==> config.mk <==
export PLATFORM = sky130hd
export DESIGN_NAME = button_conditioner
export DESIGN_NICKNAME = d
export VERILOG_FILES = /design/src/rtl/button_conditioner.sv
export SDC_FILE = /design/constraint.sdc
export NUM_CORES = 1
export LEC_CHECK = 0
export BUFFER_PORTS_ARGS = -buffer_cell sky130_fd_sc_hd__clkbuf_2
export CAP_MARGIN = 20
export CORE_ASPECT_RATIO = 0.6
export CORE_MARGIN = 5
export CORE_UTILIZATION = 40
export CTS_CLUSTER_DIAMETER = 60
export DETAILED_ROUTE_END_ITERATION = 7
export GPL_TIMING_DRIVEN = 0
export PLACE_DENSITY_LB_ADDON = 0.15
export SLEW_MARGIN = 10
export SYNTH_ARGS = -nofsm -noshare
export SYNTH_HDL_FRONTEND = slang
export SYNTH_SLANG_ARGS = --single-unit
==> constraint.sdc <==
create_clock -name clk_clk -period 5.9 [get_ports clk_clk]
set_clock_uncertainty 0.1 [all_clocks]
set_input_delay 0.59 -clock clk_clk [delete_from_list [all_inputs] [get_ports clk_clk]]
set_output_delay 0.59 -clock clk_clk [all_outputs]
set_load 0.005 [all_outputs]
==> src/rtl/button_conditioner.sv <==
// Key conditioner: 2-FF sync, per-key debounce and single-cycle press pulses.
// Define BUTTON_CONDITIONER_AUTOREPEAT_EN to add hold-to-repeat pulses per key.
module button_conditioner #(
    parameter int NUM_BTN         = 4,
    parameter int DEBOUNCE_CYCLES = 500000,
    parameter int REPEAT_DELAY    = 25000000,
    parameter int REPEAT_PERIOD   = 5000000,
    parameter int ACTIVE_LOW      = 1
) (
    input  logic               clk_clk,
    input  logic               reset_reset,
    input  logic [NUM_BTN-1:0] keys_raw,
    output logic [NUM_BTN-1:0] buttons_export,
    output logic [NUM_BTN-1:0] buttons_level
);

    localparam int DB_W = $clog2(DEBOUNCE_CYCLES + 1);
    localparam logic [DB_W-1:0] DB_LAST = DB_W'(DEBOUNCE_CYCLES - 1);

    generate
        if (DEBOUNCE_CYCLES < 1 || REPEAT_DELAY < 1 || REPEAT_PERIOD < 1) begin : g_bad_cfg
            $error("button_conditioner: DEBOUNCE_CYCLES, REPEAT_DELAY and REPEAT_PERIOD must be >= 1");
        end
    endgenerate

`ifdef BUTTON_CONDITIONER_AUTOREPEAT_EN
    localparam int RPT_MAX = (REPEAT_DELAY > REPEAT_PERIOD) ? REPEAT_DELAY : REPEAT_PERIOD;
    localparam int RPT_W   = (RPT_MAX > 1) ? $clog2(RPT_MAX) : 1;
    localparam logic [RPT_W-1:0] DELAY_LAST  = RPT_W'(REPEAT_DELAY - 1);
    localparam logic [RPT_W-1:0] PERIOD_LAST = RPT_W'(REPEAT_PERIOD - 1);

    typedef enum logic [1:0] {
        RELEASED,
        DELAY,
        REPEAT
    } rep_state_t;
`endif

    logic [NUM_BTN-1:0] keys_act;
    logic [NUM_BTN-1:0] sync_q1;
    logic [NUM_BTN-1:0] sync_q2;

    // Polarity is normalised before the synchroniser so everything after is active-high.
    assign keys_act = (ACTIVE_LOW != 0) ? ~keys_raw : keys_raw;

    always_ff @(posedge clk_clk) begin
        if (reset_reset) begin
            sync_q1 <= '0;
            sync_q2 <= '0;
        end else begin
            sync_q1 <= keys_act;
            sync_q2 <= sync_q1;
        end
    end

    for (genvar i = 0; i < NUM_BTN; i++) begin : g_chan
        logic [DB_W-1:0] db_cnt;
        logic            level_q;
        logic            pulse_q;
        logic            accept;
        logic            rise;
        logic            fall;

        assign accept = (sync_q2[i] != level_q) && (db_cnt == DB_LAST);
        assign rise   = accept && sync_q2[i];
        assign fall   = accept && !sync_q2[i];

        // Any sample matching the current level restarts the stability count.
        always_ff @(posedge clk_clk) begin
            if (reset_reset) begin
                db_cnt  <= '0;
                level_q <= 1'b0;
            end else if (sync_q2[i] == level_q) begin
                db_cnt <= '0;
            end else if (accept) begin
                level_q <= sync_q2[i];
                db_cnt  <= '0;
            end else begin
                db_cnt <= db_cnt + DB_W'(1);
            end
        end

`ifdef BUTTON_CONDITIONER_AUTOREPEAT_EN
        rep_state_t       rep_state;
        logic [RPT_W-1:0] rep_cnt;

        // A debounced release overrides any terminal count landing in the same cycle.
        always_ff @(posedge clk_clk) begin
            if (reset_reset) begin
                rep_state <= RELEASED;
                rep_cnt   <= '0;
                pulse_q   <= 1'b0;
            end else begin
                pulse_q <= 1'b0;
                if (fall) begin
                    rep_state <= RELEASED;
                    rep_cnt   <= '0;
                end else begin
                    case (rep_state)
                        RELEASED: begin
                            if (rise) begin
                                rep_state <= DELAY;
                                rep_cnt   <= '0;
                                pulse_q   <= 1'b1;
                            end
                        end
                        DELAY: begin
                            if (rep_cnt == DELAY_LAST) begin
                                rep_state <= REPEAT;
                                rep_cnt   <= '0;
                                pulse_q   <= 1'b1;
                            end else begin
                                rep_cnt <= rep_cnt + RPT_W'(1);
                            end
                        end
                        REPEAT: begin
                            if (rep_cnt == PERIOD_LAST) begin
                                rep_cnt <= '0;
                                pulse_q <= 1'b1;
                            end else begin
                                rep_cnt <= rep_cnt + RPT_W'(1);
                            end
                        end
                        default: begin
                            rep_state <= RELEASED;
                            rep_cnt   <= '0;
                        end
                    endcase
                end
            end
        end
`else
        always_ff @(posedge clk_clk) begin
            if (reset_reset) begin
                pulse_q <= 1'b0;
            end else begin
                pulse_q <= rise;
            end
        end
`endif

        assign buttons_level[i]  = level_q;
        assign buttons_export[i] = pulse_q;
    end

endmodule
== Word-level counts from Yosys, hierarchy flattened ==
Index checks and enable logic that the tools add are counted.

* Add/subtract/negate cells: 4
* Order comparisons: 0
* Equality and inequality tests: 12
* Multiplexer cells: 0
* Bitwise operators: 5
* Reductions and logical operators: 16
* Divide/modulo/power cells: 0
* Shift-type cells: 0
* Multipliers: 0

{| class="wikitable"
|+ Operator list
! cell !! count
|-
| $add A19 B1 Y19 const B || 4
|-
| $eq A19 B19 Y1 const B || 4
|-
| $reduce_or A3 Y1 || 4
|-
| $logic_and A1 B1 Y1 || 8
|-
| $reduce_and A2 Y1 || 4
|-
| $eq A1 B1 Y1 || 4
|-
| $ne A1 B1 Y1 || 4
|-
| $not A1 Y1 || 4
|-
| $not A4 Y4 || 1
|}

* ROM bits: 0
* Word-level logic and storage cells: 51
* Latch bits: 0
* Memories: 0
* Flip-flop bits (word level): 92
* Output and inout bits: 8
* RAM bits: 0

== Logic depth before layout (Yosys ltp) ==
Gate-level depths: netlist of run 1.

* Word-level depth: 3
* Depth in mapped cells: 7

== Worst setup path after synthesis of run 1 ==
No wires, ideal clock.

* Kind: reg-to-reg
* Start: register g_chan[1].db_cnt[0]
* End: register g_chan[1].db_cnt[16]
* Library setup time: 0.070 ns
* Buffers on the path: 1
* Data arrival time: 1.841 ns
* Path slack: 3.889 ns
* Clock period less this slack: 2.011 ns
* Required time: 5.730 ns
* Cell stages (with the launch flop): 7
* Cell sequence: dfxtp_1 > ha_1 > and3_1 > clkbuf_1 > nand4_1 > or4b_2 > a21oi_1

* Longest elaborated chain between the ends: 3
* Elaborated cells between the ends (all ways): 4
* Classes of those cells: 1 x add/sub; 1 x eq/ne; 2 x reduce/logical

{| class="wikitable"
|+ Ends and longest elaborated chain
! element !! RTL line !! text
|-
| start: declaration || 57 || <nowiki>logic [DB_W-1:0] db_cnt;</nowiki>
|-
| start signal: assignment || 79 || <nowiki>db_cnt <= db_cnt + DB_W'(1);</nowiki>
|-
| branches (longest 3 deep; another with $add A19 B1 Y19) || n/a ||
|}

Parallel ways; which one is timed is not known.
A chain may end at the register's enable or synchronous reset.

== Final worst setup path of run 1 ==
Same ends and word-level chain as after synthesis.

==> results_dict.tcl, run 1 <==
set metrics [dict create \
    hpwl_um 5580 \
    clkSlewWorstSetupHoldPaths_ns 0.06 \
    area.growth.synth_to_final_pct 12.3 \
    cts_hold_buf 0 \
    initial_core_util 0.412 \
    startpoint_type "flip-flop" \
    placed_cells 602 \
    routed_wl_um 7770 \
    io_pins 14 \
    crit_chain "ha_1 > and3_1 > clkbuf_1 > nand4_1 > or4b_2 > a21oi_1" \
    antenna_found_initial 0 \
    worstPathMaxFanout 7 \
    syn_area_um2 4080 \
    synth_area_leader_cell "dfxtp_1" \
    synth_most_common_cell "dfxtp_1" \
    worstHoldPathType "input pin to flip-flop" \
    synth_nets 464 \
    clockBufferDepth 2 \
    multiInputGateArea_um2 2050 \
    hold_violations 0 \
    clock-sinks 92 \
    die_h_um 88.3 \
    post-route-util 0.463 \
    numCtsBuffers 9 \
    max_stage_delay_ns 0.69 \
    grt_first_pass_wirelength_um 13800 \
    cts_tree "yes" \
    intPower_mw 0.924 \
    fin_crit_ns 2.32 \
    track_usage 0.136 \
    p_seq_frac 0.539 \
    drive_gt1_frac 0.124 \
    final_nets 488 \
    async_flop_share 0 \
    ir_drop_mv 0.136 \
    layoutNonFillerInstCount 617 \
    grt_max_degree 15 \
    seqCellArea_um2 1840 \
    first_iter_violations 202 \
    yosys.area.top_type_share 0.451 \
    routabilityCongestion 0.822 \
    leakage_nw 1.42 \
    netSwitchingFraction 0.205 \
    ant_nets 0 \
    drc 0 \
    cp.arrival_ns 2.48 \
    clockPowerShare 0.448 \
    synthTopCellsByCount "dfxtp_1, nor2_1, xnor2_1" \
    avgSynthCellArea_um2 8.99 \
    dpl_cell_area_um2 4320 \
    vias 3191 \
    finalInstanceArea_um2 4590 \
    viasPerCell 5.17 \
    yosysWarnings 0 \
    drt_pass1_iterations 4 \
    grt_pass1_vias 2935 \
    die_x_um 140 \
    post-cts-setup-buffers 0 \
    synth-edff-count 0 \
    finalCritPeriodShare 0.393 \
    worstSkewPairLatency_ns 0.33 \
    end_kind "flip-flop" \
    overflow 0 \
    yosysSeqAreaShare 0.451 \
    dieArea_um2 12400 \
    status "finished, final reports clean" \
    numPortBuffers 13 \
    crit_slowest_cell "or4b_2" \
    powerDensity_nw_per_um2 253 \
    yosys-top-cells-area "dfxtp_1, xnor2_1, nor2_1, xor2_1, or4_1" \
    fp-row-count 28 \
    synth_cell_types 44 \
    synth_cells 454 \
    core_region_area_um2 9910 \
    drv_cap 0 \
    switchingPower_mw 0.238 \
    rsz0062_at_grt "false" \
    htree_levels 3 \
    antenna_cells 0 \
    crit_required_ns 6.06 \
    critical_path_class "flip-flop to flip-flop" \
    combPwrFrac 0.013 \
    cts_root_buffer "clkbuf_16" \
    slew_violations 0 \
    worstMarginPinSlew_ns 0.501 \
    max_freq_mhz 432 \
    setup_viol 0 \
    relSlewSlack 0.666 \
    tns_ns 0 \
    wl_per_cell_um 12.6 \
    synthFlopType "dfxtp_1" \
    r2r_slack_ns 3.58 \
    fillCellCount 980 \
    cts_repair_resize_count 0 \
    synth-seq-cells 92 \
]
## area by class of cell
class | instances | share of cell area
plain buffers | 20 | 0.0284
clock buffers | 11 | 0.0529
clock inverters | 4 | 0.00573
inverters | 15 | 0.0123
multi-input cells | 327 | 0.448
flip-flops and latches | 92 | 0.402
well taps | 135 | 0.0368
repair buffers | 13 | 0.0142
## critical path: cells and delay by family, from the launching register on
kind	cells	cell delay, ns
and+or+nand+nor	3	1.17
DFF	1	0.37
buffers and inverters	1	0.26
adders and majority gates	1	0.19
AOI/OAI and AO/OA	1	0.16
## routing by layer
layer / wire [um] / vias up / track usage
met5: 0 / - / 0
met4: 29 / 0 / 0.0405
met3: 232 / 2 / 0.0437
met2: 3230 / 35 / 0.192
li1: - / 1667 / -
met1: 4280 / 1487 / 0.198
## sequential cells by signal (all words and copies together) (netlist names)
signal	count
sync_q1	4
g_chan.db_cnt	76
g_chan.level_q	4
g_chan.pulse_q	4
sync_q2	4
## metrics by stage
stage	hold slack [ns]	setup slack [ns]	power [mW]
floorplan	0.313	3.89	0.650
global placement	0.326	3.63	0.656
detailed placement	0.323	3.57	0.656
CTS	0.299	3.55	1.18
global route	0.298	3.39	1.22
finish	0.313	3.58	1.16
## worst paths after layout
kind                                          start                    to  cells after the start
worst max-delay path            g_chan[1].db_cnt[0]  g_chan[1].db_cnt[16]                      6
worst min-delay path                    keys_raw[3]            sync_q1[3]                      2
worst max register to register  g_chan[1].db_cnt[0]  g_chan[1].db_cnt[16]                      6
worst min register to register           sync_q1[0]            sync_q2[0]                      1
## power by group through the flow
stage	combinational, mW	sequential (mW)	clock, mW
floorplan	0.0104	0.640	0
global placement	0.0156	0.640	0
detailed placement	0.0157	0.640	0
CTS	0.0159	0.626	0.543
global route	0.0175	0.626	0.573
finish	0.0153	0.626	0.521
## kinds of logic (layout without fill, tap and decap cells)
| group | count (synthesis) | after routing | share of synthesized area |
|---|---|---|---|
| and+or+nand+nor | 215 | 215 | 0.294 |
| buffers and inverters | 35 | 63 | 0.0457 |
| xor gates and xnor gates | 48 | 48 | 0.103 |
| DFF | 92 | 92 | 0.451 |
| AOI/OAI and AO/OA | 60 | 60 | 0.0944 |
| adders and majority gates | 4 | 4 | 0.0123 |
## placed cells by master, fill, tap and decap left out, types with 2 or more instances in the layout
master     synthesis  routed
a21oi_1           27      27
and2_1             3       3
and3_1             9       9
and4_1             8       8
buf_2              2       2
buf_4             10      10
buf_6              2       2
clkbuf_1           5       6
clkbuf_16          0       9
clkbuf_2           0      13
clkinv_2           0       2
dfxtp_1           92      92
ha_1               4       4
inv_1             15      15
nand2_1           20      20
nand3_1           26      26
nand4_1           16      16
nand4b_1           2       2
nor2_1            66      66
nor2b_1            6       6
nor3_1             3       3
nor4_1             7       7
o21ai_0           12      12
o21ai_4            3       3
o31ai_1           14      14
or2_2              2       2
or3_1             12      12
or3_2              2       2
or4_1             19      19
or4_4              3       3
or4b_2             2       2
xnor2_1           31      31
xor2_1            17      17
Power figures use the tool's default switching activity.
==> run 2, diff against run 1 <==
==> constraint.sdc (replaced) <==
create_clock -name clk_clk -period 2 [get_ports clk_clk]
set_clock_uncertainty 0.1 [all_clocks]
set_input_delay 0.2 -clock clk_clk [delete_from_list [all_inputs] [get_ports clk_clk]]
set_output_delay 0.2 -clock clk_clk [all_outputs]
set_load 0.005 [all_outputs]
==> run 2 against run 1 <==
The flow now finishes with violations (negative setup slack). Maximum frequency up 15%. Register-to-register slack got worse by 3.6 ns. Final area increased by 13%. Combinational power rose to 4.8 times the previous value. Sequential cell count is the same. Setup slack worse by 3.6 ns. Sequential share of layout area down 3.8 points. Critical path type unchanged. Critical endpoint is now g_chan[0].db_cnt[17]. Largest cell class unchanged.
==> results_dict.tcl, run 2 (synthesis gave the netlist of run 1 again) <==
set metrics [dict create \
    status "finished, violations left" \
    violations "negative setup slack" \
    largest_register_ffs 76 \
    grt_first_pass_wirelength_um 15000 \
    critical_path_class "flip-flop to flip-flop" \
    hold_violations 0 \
    hpwl_um 5640 \
    postLayoutSetupSlackWorst_ns -0.0224 \
    numCtsBuffers 9 \
    drc 0 \
    viasPerCell 5.22 \
    cts_tree "yes" \
    worstMarginPinSlew_ns 0.519 \
    ant_nets 0 \
    overflow 0 \
    wl_per_cell_um 13.8 \
    use_met2 0.212 \
    grt_use_met1 0.216 \
    hold_end "g_chan[2].db_cnt[2]" \
    drive_gt1_frac 0.284 \
    largest-register "g_chan.db_cnt" \
    crit_required_ns 2.12 \
    die_x_um 140 \
    clkSlewWorstSetupHoldPaths_ns 0.07 \
    globalRouteMet3Util 0.0470 \
    seqCellArea_um2 1880 \
    worstPathMaxFanout 4 \
    antenna_cells 0 \
    reg2regPathDepth 5 \
    final_cell_mix "dfxtp_1, nor2_1, xnor2_1" \
    die_h_um 88.3 \
    finalCritPeriodShare 1.01 \
    drt_pass1_iterations 4 \
    min_from "reset_reset" \
    startpoint_type "flip-flop" \
    vias 3370 \
    io_pins 14 \
    dieArea_um2 12400 \
    core_region_area_um2 9910 \
    track_usage 0.148 \
    antenna_found_initial 0 \
    fin_crit_ns 2.02 \
    numPortBuffers 13 \
    final_nets 515 \
    setup_viol 28 \
    dpl_cell_area_um2 4320 \
    multiInputGateArea_um2 2210 \
    whs_ns 0.200 \
    worstHoldPathType "input pin to flip-flop" \
    dpl_worst_slack_ns -0.340 \
    hold_depth 4 \
    finalInstanceArea_um2 5170 \
    post-route-util 0.522 \
    max_freq_mhz 494 \
    placed_cells 602 \
    busiest_layer "met1" \
    clock-sinks 92 \
    powerDensity_nw_per_um2 769 \
    r2r_start "g_chan[0].db_cnt[12]" \
    leakage_nw 1.65 \
    slew_violations 0 \
    htree_levels 3 \
    ir_drop_mv 0.515 \
    rsz0062_at_grt "true" \
    routed_wl_um 8900 \
    initial_core_util 0.412 \
    grt_pass1_vias 3103 \
    area.growth.synth_to_final_pct 26.7 \
    fp-row-count 28 \
    power_mw 3.97 \
    r2r_slack_ns -0.02 \
    first_iter_violations 166 \
    end_kind "flip-flop" \
    final_common_cell "dfxtp_1" \
    worstSkewPairLatency_ns 0.34 \
    clockBufferDepth 2 \
    grt_max_degree 16 \
    r2r-end "g_chan[0].db_cnt[17]" \
    layoutNonFillerInstCount 645 \
    cp.arrival_ns 2.14 \
    tns_ns -0.262 \
    cts_root_buffer "clkbuf_16" \
    drv_cap 0 \
    routabilityCongestion 0.794 \
    fillCellCount 903 \
    relSlewSlack 0.654 \
]
[run 2: worst max path at each step]
stage | from | end | slack [ns] | cells after the start
floorplan | g_chan[0].db_cnt[12] | g_chan[0].db_cnt[9] | -0.01 | 5
global placement | g_chan[1].db_cnt[0] | g_chan[1].db_cnt[16] | -0.27 | 6
detailed placement | g_chan[1].db_cnt[0] | g_chan[1].db_cnt[16] | -0.34 | 6
CTS | g_chan[0].db_cnt[12] | g_chan[0].db_cnt[6] | -0.09 | 6
global route | g_chan[1].db_cnt[11] | g_chan[1].db_cnt[12] | -0.08 | 5
finish | g_chan[0].db_cnt[12] | g_chan[0].db_cnt[17] | -0.02 | 5
[run 2: worst max-delay path, cell delays in order, from the launching register on]
cell     delay (ns)
dfxtp_2        0.33
or4_4          0.53
or4_4          0.51
o21ai_4        0.22
buf_6          0.18
a21oi_2        0.04
[run 2: layout make-up]
type,count,area share
Clock buffer,9,0.0436
Timing Repair Buffer,45,0.0711
Sequential cell,92,0.363
Inverter,15,0.0109
Clock inverter,7,0.0269
Buffer,15,0.0240
Tap cell,135,0.0327
Multi-Input combinational cell,327,0.428
[run 2: per-layer routing]
metal  wire length (um)  vias up
met3                339       11
li1                   -     1710
met5                  0        -
met1               4660     1599
met4                 90        0
met2               3810       50
[run 2: timing repair]
action                                  in CTS  in global routing
setup buffers                               16                 11
endpoints found under the setup margin      71                 73
hold endpoints to repair                     4                  0
resized for setup                           35                 52
cloned                                       3                  1
pin swaps                                   26                 11
hold buffers                                 4                  0
[run 2: where the power goes]
part	switching, mW	internal (mW)
combinational	0.0374	0.0357
clock	0.715	1.35
sequential	0.00598	1.83
total	0.758	3.22
==> run 3, diff against run 2 <==
--- a/config.mk
+++ b/config.mk
@@ -9,11 +9,12 @@
 export CAP_MARGIN = 20
 export CORE_ASPECT_RATIO = 0.6
 export CORE_MARGIN = 5
-export CORE_UTILIZATION = 40
+export CORE_UTILIZATION = 55
 export CTS_CLUSTER_DIAMETER = 60
 export DETAILED_ROUTE_END_ITERATION = 7
 export GPL_TIMING_DRIVEN = 0
-export PLACE_DENSITY_LB_ADDON = 0.15
+export PLACE_DENSITY_LB_ADDON = 0.05
+export SKIP_LAST_GASP = 1
 export SLEW_MARGIN = 10
 export SYNTH_ARGS = -nofsm -noshare
 export SYNTH_HDL_FRONTEND = slang
==> run 3 against run 2 <==
Core utilization increased by 16 points. First-iteration DRC count is 43% higher. Highest routed layer unchanged. Clock-buffer cell count grew 3. Final area decreased by 4.7%. Critical path type unchanged. Combinational power decreased by 12%. Worst hold slack got worse by 0.018 ns. The flow still finishes with violations (negative setup slack). Largest power group is now sequential cells. Clock power decreased by 21%. Setup slack worse by 0.016 ns. Sequential power barely moved.
==> results_dict.tcl, run 3 (synthesis gave the netlist of run 1 again) <==
set metrics [dict create \
    clockPowerShare 0.460 \
    crit_required_ns 2.12 \
    startpoint_type "flip-flop" \
    rsz0062_at_grt "true" \
    largest-register "g_chan.db_cnt" \
    switchingPower_mw 0.724 \
    worstHoldPathType "input pin to flip-flop" \
    tns_ns -0.808 \
    postLayoutSetupSlackWorst_ns -0.0383 \
    combPwrFrac 0.018 \
    die_x_um 121 \
    fp-row-count 24 \
    fin_crit_ns 2.04 \
    r2r_slack_ns -0.04 \
    grt_first_pass_wirelength_um 14300 \
    worstPathMaxFanout 6 \
    viasPerCell 5.51 \
    fillCellCount 584 \
    die_h_um 76.7 \
    relSlewSlack 0.674 \
    whs_ns 0.182 \
    ir_drop_mv 0.509 \
    setup_viol 36 \
    first_iter_violations 237 \
    antenna_cells 0 \
    cp.arrival_ns 2.16 \
    final_cell_mix "dfxtp_1, nor2_1, xnor2_1" \
    hold_violations 0 \
    finalInstanceArea_um2 4930 \
    final_common_cell "dfxtp_1" \
    initial_core_util 0.564 \
    end_kind "flip-flop" \
    final_nets 506 \
    overflow 0 \
    violations "negative setup slack" \
    area.growth.synth_to_final_pct 20.7 \
    status "finished, violations left" \
    multiInputGateArea_um2 2190 \
    layoutNonFillerInstCount 605 \
    vias 3332 \
    slew_violations 0 \
    p_seq_frac 0.522 \
    antenna_found_initial 0 \
    drive_gt1_frac 0.263 \
    largest_register_ffs 76 \
    seqCellArea_um2 1880 \
    routabilityCongestion 0.795 \
    routed_wl_um 8340 \
    drc 0 \
    numPortBuffers 13 \
    finalCritPeriodShare 1.02 \
    dpl_worst_slack_ns -0.295 \
    hpwl_um 5320 \
    htree_levels 3 \
    max_freq_mhz 491 \
    cts_tree "yes" \
    grt_max_degree 15 \
    worstMarginPinSlew_ns 0.489 \
    placed_cells 571 \
    netSwitchingFraction 0.205 \
    critical_path_class "flip-flop to flip-flop" \
    numCtsBuffers 9 \
    track_usage 0.189 \
    dpl_cell_area_um2 4280 \
    clkSlewWorstSetupHoldPaths_ns 0.06 \
    drv_cap 0 \
    clock-sinks 92 \
    worstSkewPairLatency_ns 0.34 \
    cts_root_buffer "clkbuf_16" \
    powerDensity_nw_per_um2 716 \
    dieArea_um2 9300 \
    intPower_mw 2.80 \
    drt_pass1_iterations 4 \
    wl_per_cell_um 13.8 \
    io_pins 14 \
    grt_pass1_vias 3016 \
    leakage_nw 1.56 \
    ant_nets 0 \
    core_region_area_um2 7240 \
    clockBufferDepth 2 \
]
## run 3: cell types whose count changed in the layout (fill, tap and decap cells not counted), sizes merged
cell,previous run,this run
buf,41,33
bufinv,4,0
clkbuf,24,26
clkinvlp,0,1
## run 3: power by group through the flow
stage          logic [mW]  registers [mW]  clock network, mW
6_report           0.0645            1.84               1.62
5_1_grt            0.0705            1.84               1.75
4_1_cts            0.0617            1.85               1.66
3_5_place_dp       0.0458            1.89                  0
3_3_place_gp       0.0454            1.89                  0
2_1_floorplan      0.0305            1.89                  0
## run 3: final cells by class
cell class | count | share of cell area
multi-input cells | 327 | 0.444
flip-flops and latches | 92 | 0.381
clock buffers | 12 | 0.0541
repair buffers | 35 | 0.0525
well taps | 104 | 0.0264
plain buffers | 16 | 0.0261
inverters | 15 | 0.0114
clock inverters | 4 | 0.00457
## run 3: repair_timing
item	CTS	global route
endpoints found under the setup margin	69	75
endpoints found under the hold margin	4	0
gates resized for setup	35	40
pin swaps	20	12
buffers inserted	13	3
hold buffers	4	0
cloned	2	0
## run 3: metrics by stage
stage	utilization	power, mW
finish	0.681	3.53
global route	0.681	3.66
CTS	0.665	3.56
detailed placement	0.591	1.93
global placement	0.591	1.93
floorplan	-	1.92
## run 3: worst max-delay path, stage by stage (launching register included)
cell and delay [ns]:
dfxtp_2 0.33, or4b_1 0.52, or4_4 0.53, o21ai_4 0.23
buf_6 0.17, a21oi_1 0.04
## run 3: metal layers
| metal | part of all wire | GRT usage | vias up | routed length [um] |
|---|---|---|---|---|
| li1 | - | - | 1701 | - |
| met1 | 0.51 | 0.267 | 1576 | 4290 |
| met2 | 0.44 | 0.284 | 46 | 3690 |
| met3 | 0.032 | 0.0551 | 9 | 265 |
| met4 | 0.011 | 0.0481 | 0 | 93 |
| met5 | 0 | 0 | - | 0 |
## run 3: path summary, 6_finish.rpt
| check | start | end | cells after the start |
|---|---|---|---|
| setup / recovery | g_chan[1].db_cnt[14] | g_chan[1].db_cnt[16] | 5 |
| hold / removal | reset_reset | g_chan[2].db_cnt[16] | 4 |
| setup reg to reg | g_chan[1].db_cnt[14] | g_chan[1].db_cnt[16] | 5 |
| hold reg to reg | sync_q1[1] | sync_q2[1] | 1 |
